## src/rtl/hawk_att_lkup_resp.sv

```systemverilog
// hawk ATT lookup responder: fetches an 8-byte ATT entry over the read port and returns the decoded translation.
// Optional one-entry translation cache, enabled by defining HAWK_ATT_LKUP_CACHE_EN.
module hawk_att_lkup_resp #(
    parameter int unsigned       ADDR_W      = 40,
    parameter logic [ADDR_W-1:0] ATT_BASE    = '0,
    parameter int unsigned       TIMEOUT_CYC = 1024
) (
    input  logic               clk_i,
    input  logic               rst_ni,
    input  logic               init_att_done,
    input  logic               att_inval,
    input  logic               lkup_valid,
    input  logic [ADDR_W-13:0] lkup_hppa,
    output logic               lkup_ready,
    output logic [ADDR_W-13:0] trnsl_ppa,
    output logic [1:0]         trnsl_sts,
    output logic               trnsl_allow,
    output logic               trnsl_done,
    output logic               trnsl_err,
    output logic               mem_rd_req,
    output logic [ADDR_W-1:0]  mem_rd_addr,
    input  logic               mem_rd_gnt,
    input  logic               mem_rd_rvalid,
    input  logic [63:0]        mem_rd_rdata,
    input  logic               mem_rd_err
);

    localparam int unsigned      PPN_W    = ADDR_W - 12;
    localparam int unsigned      CNT_W    = 16;
    localparam logic [CNT_W-1:0] CNT_LAST = CNT_W'(TIMEOUT_CYC - 1);

    typedef struct packed {
        logic [PPN_W-1:0] ppa;
        logic [1:0]       sts;
    } trnsl_t;

    typedef enum logic [1:0] {
        IDLE  = 2'd0,
        ISSUE = 2'd1,
        WAIT  = 2'd2,
        RESP  = 2'd3
    } state_e;

    state_e            state_q, state_d;
    logic [PPN_W-1:0]  hppa_q, hppa_d;
    logic [CNT_W-1:0]  cnt_q, cnt_d;
    logic [ADDR_W-1:0] addr_q, addr_d;
    logic [PPN_W-1:0]  ppa_q, ppa_d;
    logic [1:0]        sts_q, sts_d;
    logic              ready_q, ready_d;
    logic              req_q, req_d;
    logic              allow_q, allow_d;
    logic              done_q, done_d;
    logic              err_q, err_d;

    logic              resp_en;
    logic              resp_err;
    trnsl_t            resp;
    trnsl_t            mem_entry;
    logic              cache_hit;
    trnsl_t            cache_entry;

    assign mem_entry = {mem_rd_rdata[ADDR_W-1:12], mem_rd_rdata[1:0]};

    // Next-state and next-output logic; every output is registered from these.
    always_comb begin
        state_d  = state_q;
        hppa_d   = hppa_q;
        cnt_d    = cnt_q;
        addr_d   = addr_q;
        ppa_d    = ppa_q;
        sts_d    = sts_q;
        ready_d  = 1'b0;
        req_d    = 1'b0;
        allow_d  = 1'b0;
        done_d   = 1'b0;
        err_d    = 1'b0;
        resp_en  = 1'b0;
        resp_err = 1'b0;
        resp     = mem_entry;

        case (state_q)
            IDLE: begin
                if (lkup_valid && ready_q) begin
                    hppa_d = lkup_hppa;
                    addr_d = ATT_BASE + ADDR_W'({lkup_hppa, 3'b000});
                    if (cache_hit) begin
                        state_d = RESP;
                        resp_en = 1'b1;
                        resp    = cache_entry;
                    end else begin
                        state_d = ISSUE;
                        req_d   = 1'b1;
                    end
                end else begin
                    ready_d = init_att_done;
                end
            end
            ISSUE: begin
                if (mem_rd_gnt && mem_rd_rvalid) begin
                    state_d  = RESP;
                    resp_en  = 1'b1;
                    resp_err = mem_rd_err;
                end else if (mem_rd_gnt) begin
                    state_d = WAIT;
                    cnt_d   = '0;
                end else begin
                    req_d = 1'b1;
                end
            end
            WAIT: begin
                if (mem_rd_rvalid) begin
                    state_d  = RESP;
                    resp_en  = 1'b1;
                    resp_err = mem_rd_err;
                end else if (cnt_q == CNT_LAST) begin
                    state_d  = RESP;
                    resp_en  = 1'b1;
                    resp_err = 1'b1;
                end else begin
                    cnt_d = cnt_q + CNT_W'(1);
                end
            end
            RESP: begin
                state_d = IDLE;
                ready_d = init_att_done;
            end
            default: state_d = IDLE;
        endcase

        // Response pulses are loaded on entry to RESP; errors force a null translation.
        if (resp_en) begin
            done_d = 1'b1;
            err_d  = resp_err;
            if (resp_err) begin
                ppa_d = '0;
                sts_d = 2'b00;
            end else begin
                ppa_d   = resp.ppa;
                sts_d   = resp.sts;
                allow_d = resp.sts[0];
            end
        end
    end

    always_ff @(posedge clk_i or negedge rst_ni) begin
        if (!rst_ni) begin
            state_q <= IDLE;
            hppa_q  <= '0;
            cnt_q   <= '0;
            addr_q  <= '0;
            ppa_q   <= '0;
            sts_q   <= 2'b00;
            ready_q <= 1'b0;
            req_q   <= 1'b0;
            allow_q <= 1'b0;
            done_q  <= 1'b0;
            err_q   <= 1'b0;
        end else begin
            state_q <= state_d;
            hppa_q  <= hppa_d;
            cnt_q   <= cnt_d;
            addr_q  <= addr_d;
            ppa_q   <= ppa_d;
            sts_q   <= sts_d;
            ready_q <= ready_d;
            req_q   <= req_d;
            allow_q <= allow_d;
            done_q  <= done_d;
            err_q   <= err_d;
        end
    end

`ifdef HAWK_ATT_LKUP_CACHE_EN
    logic             c_valid_q;
    logic [PPN_W-1:0] c_hppa_q;
    trnsl_t           c_entry_q;

    // A lookup arriving with an invalidate must not hit on stale data.
    assign cache_hit   = c_valid_q && (c_hppa_q == lkup_hppa) && !att_inval;
    assign cache_entry = c_entry_q;

    // Invalidate takes priority over a fill in the same cycle.
    always_ff @(posedge clk_i or negedge rst_ni) begin
        if (!rst_ni) begin
            c_valid_q <= 1'b0;
            c_hppa_q  <= '0;
            c_entry_q <= '0;
        end else if (att_inval) begin
            c_valid_q <= 1'b0;
        end else if (resp_en && !resp_err) begin
            c_valid_q <= 1'b1;
            c_hppa_q  <= hppa_d;
            c_entry_q <= resp;
        end
    end

    logic unused_rdata;
    assign unused_rdata = ^{mem_rd_rdata[63:ADDR_W], mem_rd_rdata[11:2]};
`else
    assign cache_hit   = 1'b0;
    assign cache_entry = '0;

    logic unused_rdata;
    assign unused_rdata = ^{mem_rd_rdata[63:ADDR_W], mem_rd_rdata[11:2], att_inval};
`endif

    assign lkup_ready  = ready_q;
    assign mem_rd_req  = req_q;
    assign mem_rd_addr = addr_q;
    assign trnsl_ppa   = ppa_q;
    assign trnsl_sts   = sts_q;
    assign trnsl_allow = allow_q;
    assign trnsl_done  = done_q;
    assign trnsl_err   = err_q;

endmodule

```

## config.mk

```make
export PLATFORM = sky130hd
export DESIGN_NAME = hawk_att_lkup_resp
export DESIGN_NICKNAME = d
export VERILOG_FILES = /design/src/rtl/hawk_att_lkup_resp.sv
export SDC_FILE = /design/constraint.sdc
export NUM_CORES = 1
export LEC_CHECK = 0
export BUFFER_PORTS_ARGS = -buffer_cell sky130_fd_sc_hd__clkbuf_2
export CAP_MARGIN = 30
export CORE_ASPECT_RATIO = 1.25
export CORE_MARGIN = 4
export CORE_UTILIZATION = 51
export DETAILED_ROUTE_END_ITERATION = 8
export PLACE_DENSITY = 0.86
export SKIP_LAST_GASP = 1
export SYNTH_ARGS = -nofsm -noshare
export SYNTH_HDL_FRONTEND = slang
export SYNTH_SLANG_ARGS = --single-unit
```

## constraint.sdc

```tcl
create_clock -name clk_i -period 5.2 [get_ports clk_i]
set_clock_uncertainty 0.1 [all_clocks]
set_input_delay 0.52 -clock clk_i [delete_from_list [all_inputs] [get_ports clk_i]]
set_output_delay 0.52 -clock clk_i [all_outputs]
set_load 0.01 [all_outputs]
```

==> metrics.md, run 1 <==
| Metric | Value |
|---|---|
| Worst slew pin tran | 1.02 ns |
| Post-Syn Area | ~3900 sq um |
| Fin crit share | 0.516 |
| Via count | around 3300 |
| Most frequent cells in the layout | clkbuf_2, dfrtp_1, a22o_1 |
| Worst EP required | roughly 5.4 ns |
| Status | finished, final reports clean |
| Final #Nets | roughly 560 |
| Crit-path max FO | 34 |
| Die X | ~86 um |
| Post-synth EDFFs | 0 |
| Slowest library cell on the worst path | clkinv_1 |
| WP data arrival | 2.87 ns |
| Setup_tns | 0 ns |
| Layout cell share with drive strength beyond 1 | 0.444 |
| DRT iter0 DRCs | around 240 |
| Gpl congestion | slightly below 0.9 |
| Clock Tree Buf Depth | 2 |
| Crit path capture type | flip-flop |
| Worst-Skew Late Latency | about 0.35 ns |
| Ys Warns | 0 |
| Max frequency | between 300 and 400 MHz |
| Worst Setup Start Kind | primary input |
| Total track usage | 0.205 |
| Die area | about 9100 sq um |
| CP bufs+invs | 3 |
| DP HPWL | between 6000 and 7000 um |
| Worst vdd ir | between 0.3 and 0.4 mV |
| Clock sink count | roughly 80 |
| Rows | 35 |
| Setup-failing EPs final | 0 |
| Max incr delay on CP | between 0.8 and 0.9 ns |
| Met1 Track Usage GR | 0.256 |
| CTS tree | built |
| Cts hold-fix bufs | 0 |
| Top post-synthesis cells by area | dfrtp_1, mux2_2, a22o_1 |
| Sequential share of the synthesized area | 0.521 |
| Max_cap viols | 0 |
| Post-CTS sizing | 0 |
| Pre-antenna DRT Iters | 5 |
| Setup repair bufs after CTS | 0 |
| Unrepaired setup endpoints after global routing | false |
| Clock root buffer master | clkbuf_8 |
| Top FF cell, synth | dfrtp_1 |
| Port Buf Inserts | between 100 and 150 |
| #FFs+latches synth | between 80 and 90 |
| Total core area | 7400 sq um |
| H-Tree Depth | 3 |
| Fin util | 0.644 |
| Initial core utilization | 0.526 |
| M3 GR Usage | 0.0477 |
| Yosys cell types | 54 |
| Vias in the first global route | between 3000 and 4000 |
| Total gr overflow | 0 |
| Pins Over Slew Limit | 0 |
| Relative slew slack | 0.317 |
| Kind of critical path | in -> reg |
| Total chip power | about 2.5 mW |
| Synth area leader | dfrtp_1 |
| Leak | ~2.2 nW |
| Met2 capacity usage during global routing | 0.343 |
| Post-synth top area share | 0.521 |
| Syn Inst Count | 331 |
| DR vias/cell | 5.99 |
| Largest net degree at the start of global routing | between 40 and 50 |
| Initial antenna violation count | 0 |
| Total Routed Length | about 9100 um |
| Filler instances | about 600 |
| Synth-to-Final Area Change | 22.5% |
| CP top delay family | buffers and inverters |
| Period minus WS final | about 2.7 ns |
| DR WL/cell | roughly 17 um |
| GRT busiest layer | met2 |
| Die Ht | about 110 um |
| Number of remaining DRC errors | 0 |
| Most common cell after layout, fill and taps aside | clkbuf_2 |
| IO Count | ~180 |
| N_diodes | 0 |
| Worst path cell trace | clkbuf_2, clkinv_1, nor4_2, buf_4, a22o_1, a31o_2 |
| Final hold vios | 0 |
| CTS Buf Count | 9 |
| Pwr/cell area | between 500 and 600 nW/um^2 |
| CTS clock-pin slew for the worst setup and hold paths | ~0.08 ns |
| Mapped Avg Cell Area | between 10 and 15 sq um |
| Asr flop ratio synth | 1.00 |
| DRT antenna net count | 0 |
| Worst min path class | in -> async |
| First-pass GRT wire length | 15100 um |
==> report_power, final <==
group	internal [mW]	total [mW]	switching, mW
clock	0.219	0.441	0.222
sequential	0.850	0.998	0.148
combinational	0.585	1.10	0.519
total	1.65	2.54	0.888
==> path summary, 6_finish.rpt <==
| check | start | endpoint | slack [ns] | cells past startpoint |
|---|---|---|---|---|
| hold / removal | rst_ni | cnt_q[9]$_DFFE_PN0P_ | 0.04 | 1 |
| min in group clk_i | init_att_done | lkup_ready$_DFF_PN0_ | 0.28 | 2 |
| setup / recovery | mem_rd_rvalid | trnsl_ppa[15]$_DFFE_PN0P_ | 2.51 | 6 |
| setup reg to reg | state_q[0]$_DFFE_PN0P_ | cnt_q[8]$_DFFE_PN0P_ | 2.68 | 6 |
| hold reg to reg | mem_rd_addr[4]$_DFFE_PN0P_ | mem_rd_addr[4]$_DFFE_PN0P_ | 0.41 | 1 |
| max in group asynchronous | rst_ni | trnsl_ppa[26]$_DFFE_PN0P_ | 4.36 | 2 |
==> stage by stage <==
step / area (sq um) / instances / hold slack [ns] / worst slack [ns]
floorplan: 3930 / 342 / 0.124 / 3.14
global placement: 4520 / 529 / 0.386 / 2.28
detailed placement: 4580 / 532 / 0.394 / 2.22
CTS: 4770 / 547 / 0.0555 / 2.57
global route: 4770 / 547 / 0.0831 / 2.35
finish: 4770 / 547 / 0.0429 / 2.51
==> cells in the mapped netlist, types with 2 or more instances <==
cell	n
a21oi_1	12
a22o_1	30
a31o_1	5
a31o_2	25
and2_1	4
and3_1	2
and4_1	4
buf_2	9
buf_4	12
clkbuf_1	12
dfrtp_1	81
ha_1	5
inv_1	4
mux2_2	28
mux2i_1	4
nand2_1	9
nand2b_1	3
nand3_1	14
nand4_1	7
nor2_1	7
nor3_1	2
nor4_1	3
nor4bb_1	2
o21ai_0	5
o31ai_1	7
or4_1	7
==> logic make-up (layout without fill, tap and decap cells) <==
logic type / Yosys count / after routing / share of synthesized area
simple gates: 75 / 75 / 0.118
fa+ha+maj: 5 / 5 / 0.0161
compound gates: 97 / 97 / 0.198
buf+inv: 40 / 153 / 0.0550
mux: 32 / 32 / 0.0913
other cells: 1 / 12 / 0.000963
flops: 81 / 81 / 0.521
==> flip-flops by register name (all words and copies together), names as in the netlist <==
| signal | count |
|---|---|
| mem_rd_req | 1 |
| trnsl_sts | 2 |
| trnsl_err | 1 |
| cnt_q | 16 |
| lkup_ready | 1 |
| mem_rd_addr | 28 |
| trnsl_done | 1 |
| state_q | 2 |
| trnsl_allow | 1 |
| trnsl_ppa | 28 |
==> area by class of cell <==
cell class | count | area (sq um) | share of cell area
clock buffer | 10 | 128 | 0.0268
inverter | 5 | 18.8 | 0.00394
sequential | 81 | 2030 | 0.425
timing repair buffer | 133 | 723 | 0.152
clock inverter | 5 | 56.3 | 0.0118
multi-input combinational | 221 | 1700 | 0.356
tap | 92 | 115 | 0.0241
==> per-layer routing <==
| layer | vias up | wire [um] |
|---|---|---|
| li1 | 1486 | - |
| met1 | 1633 | 3580 |
| met2 | 139 | 4770 |
| met3 | 19 | 610 |
| met4 | 0 | 168 |
| met5 | - | 0 |
(Power assumes the default switching activity.)
==> run 2: changes to the inputs <==
Settings changed: CORE_UTILIZATION 51 to 43, PLACE_DENSITY 0.86 to 0.77.
Clock period 5.2 ns to 2.4 ns, I/O delays scaled along.
==> run 2 against run 1 <==
  * Register-to-register slack worse by 2.5 ns
  * Final cell count is 6.9% higher
  * Flip-flop and latch count stayed put
  * Non-clock buffer count is 9 higher
  * Count of clock-buffer cells in the layout is 4 higher
  * Sequential power is 120% higher
  * Die area is 17% higher
  * Power is 120% higher
  * Routed wire length is 0.19% higher
  * Setup slack worse by 2.4 ns
==> metrics.md, run 2 (synthesized netlist as in run 1, its figures left out) <==
| Metric | Value |
|---|---|
| DRT iter0 DRCs | 172 (was 235) |
| Pre-antenna DRT Iters | 4 (was 5) |
| Max incr delay on CP | 0.45 ns (was 0.86 ns) |
| Pins Over Slew Limit | 0 (unchanged) |
| Combinational share of power | 0.426 (was 0.434) |
| Final hold vios | 0 (unchanged) |
| Most common cell after layout, fill and taps aside | clkbuf_2 (unchanged) |
| Layout cell share with drive strength beyond 1 | 0.441 (was 0.444) |
| Reg power frac | 0.380 (was 0.392) |
| Setup_tns | 0 ns (unchanged) |
| DP HPWL | 6630 um (was 6570 um) |
| CTS tree | built (unchanged) |
| Worst vdd ir | 0.630 mV (was 0.329 mV) |
| IO Count | 175 (unchanged) |
| Slowest library cell on the worst path | dfrtp_1 (was clkinv_1) |
| Max_cap viols | 0 (unchanged) |
| Total track usage | 0.179 (was 0.205) |
| Fin crit share | 0.934 |
| Gpl congestion | 0.825 (was 0.891) |
| Number of remaining DRC errors | 0 (unchanged) |
| Largest net degree at the start of global routing | 51 (was 43) |
| Clock root buffer master | clkbuf_8 (unchanged) |
| N_diodes | 0 (unchanged) |
| Die Ht | 114 um (was 106 um) |
| WP data arrival | 2.38 ns (was 2.87 ns) |
| Crit-path max FO | 31 (was 34) |
| Crit path capture type | flip-flop (unchanged) |
| Total core area | 8750 sq um (was 7400 sq um) |
| Pre-CTS setup slack | 0.194 ns (was 2.22 ns) |
| Worst Setup Start Kind | flip-flop (was primary input) |
| CTS clock-pin slew for the worst setup and hold paths | 0.08 ns (about the same) |
| Area post-placement | 4650 sq um (was 4580 sq um) |
| Worst Hold Slack | 0.0209 ns (was 0.0429 ns) |
| Die area | 10600 sq um (was 9100 sq um) |
| H-Tree Depth | 3 (unchanged) |
| Clock share of power | 0.195 (was 0.173) |
| Status | finished, final reports clean (unchanged) |
| Rows | 38 (was 35) |
| Design area | 4920 sq um (was 4770 sq um) |
| First-pass GRT wire length | 15200 um (was 15100 um) |
| Synth-to-Final Area Change | 26.4% (was 22.5%) |
| Switching power | 1.91 mW (was 0.888 mW) |
| Total chip power | 5.71 mW (was 2.54 mW) |
| DR WL/cell | 15.6 um (was 16.7 um) |
| Register-to-Register Setup Slack | 0.16 ns (was 2.68 ns) |
| Final #Nets | 565 (was 556) |
| DRT antenna net count | 0 (unchanged) |
| CP bufs+invs | 1 (was 3) |
| Via count | 3185 (was 3277) |
| Max frequency | 446 MHz |
| Worst-Skew Late Latency | 0.35 ns (about the same) |
| Worst EP required | 2.54 ns (was 5.39 ns) |
| Total Routed Length | 9150 um (was 9130 um) |
| Setup-failing EPs final | 0 (unchanged) |
| Final Worst Setup Slack | 0.159 ns (was 2.51 ns) |
| Most frequent cells in the layout | clkbuf_2, dfrtp_1, a22o_1 (unchanged) |
| Net Sw Frac | 0.334 (was 0.349) |
| Total gr overflow | 0 (unchanged) |
| Initial core utilization | 0.445 (was 0.526) |
| DR vias/cell | 5.44 (was 5.99) |
| Pwr/cell area | 1160 nW/um^2 (was 533 nW/um^2) |
| Kind of critical path | reg -> reg (was in -> reg) |
| Clock Tree Buf Depth | 2 (unchanged) |
| Port Buf Inserts | 127 (unchanged) |
| Period minus WS final | between 2 and 2.5 ns |
| Worst path cell trace | ha_1, and3_1, and4_1, nand2_1, buf_4, a31o_2 (was clkbuf_2, clkinv_1, nor4_2, buf_4, a22o_1, a31o_2) |
| Clock sink count | 81 (unchanged) |
| CP top delay family | simple AND/OR/NAND/NOR gates (was buffers and inverters) |
| Setup repair bufs after CTS | 0 (unchanged) |
| Initial antenna violation count | 0 (unchanged) |
| Vias in the first global route | 3241 (was 3242) |
| Die X | 93.1 um (was 86.1 um) |
| Cell internal pwr | 3.80 mW (was 1.65 mW) |
| CTS Buf Count | 9 (unchanged) |
| Worst min path class | in -> reg (was in -> async) |
| Leak | 2.29 nW (was 2.24 nW) |
| Unrepaired setup endpoints after global routing | false (unchanged) |
-- run 2: cell count changes in the layout (fill, tap and decap cells not counted), sizes merged, moves of 2 or more --
cell / change
clkinv: -2
buf: +4
dlygate4sd3: +5
clkbuf: +4
-- run 2: power by group through the flow --
| stage | registers, mW | clock network, mW | logic (mW) |
|---|---|---|---|
| 3_3_place_gp | 2.15 | 0 | 2.38 |
| 2_1_floorplan | 2.33 | 0 | 1.45 |
| 5_1_grt | 2.23 | 1.20 | 2.68 |
| 6_report | 2.17 | 1.11 | 2.43 |
| 4_1_cts | 2.16 | 1.14 | 2.46 |
| 3_5_place_dp | 2.18 | 0 | 2.45 |
-- run 2: through the flow --
stage / utilization / cells
final: 0.562 / 585
after global placement: 0.531 / 564
after global routing: 0.562 / 585
after detailed placement: 0.531 / 564
after floorplan: - / 342
after CTS: 0.561 / 584
-- run 2: what timing repair did --
action                    in CTS  in global routing
hold endpoints to repair      34                  1
hold buffers                   4                  1
gates resized for setup        0                  0
-- run 2: final cells by class --
class                      count  area (sq um)
sequential                    81          2030
tap                          120           150
inverter                       5          18.8
timing repair buffer         142           801
multi-input combinational    221          1700
clock inverter                 2          60.1
clock buffer                  14           163
fill                         821          3830
-- run 2: final timing paths --
check                                                   end                        start  cells past startpoint
worst max-delay path              trnsl_ppa[27]$_DFFE_PN0P_         cnt_q[0]$_DFFE_PN0P_                      6
worst min-delay path             mem_rd_addr[6]$_DFFE_PN0P_                 lkup_hppa[3]                      2
worst max register to register    trnsl_ppa[27]$_DFFE_PN0P_         cnt_q[0]$_DFFE_PN0P_                      6
worst min register to register  mem_rd_addr[29]$_DFFE_PN0P_  mem_rd_addr[29]$_DFFE_PN0P_                      1
max in group asynchronous              cnt_q[3]$_DFFE_PN0P_                       rst_ni                      3
min in group asynchronous       mem_rd_addr[27]$_DFFE_PN0P_                       rst_ni                      2
-- run 2: per-layer routing --
layer	wire length (um)	vias to the layer above	track usage
met3	468	16	0.0414
met4	172	0	0.0841
li1	-	1505	-
met1	3720	1565	0.221
met5	0	-	0
met2	4790	99	0.297
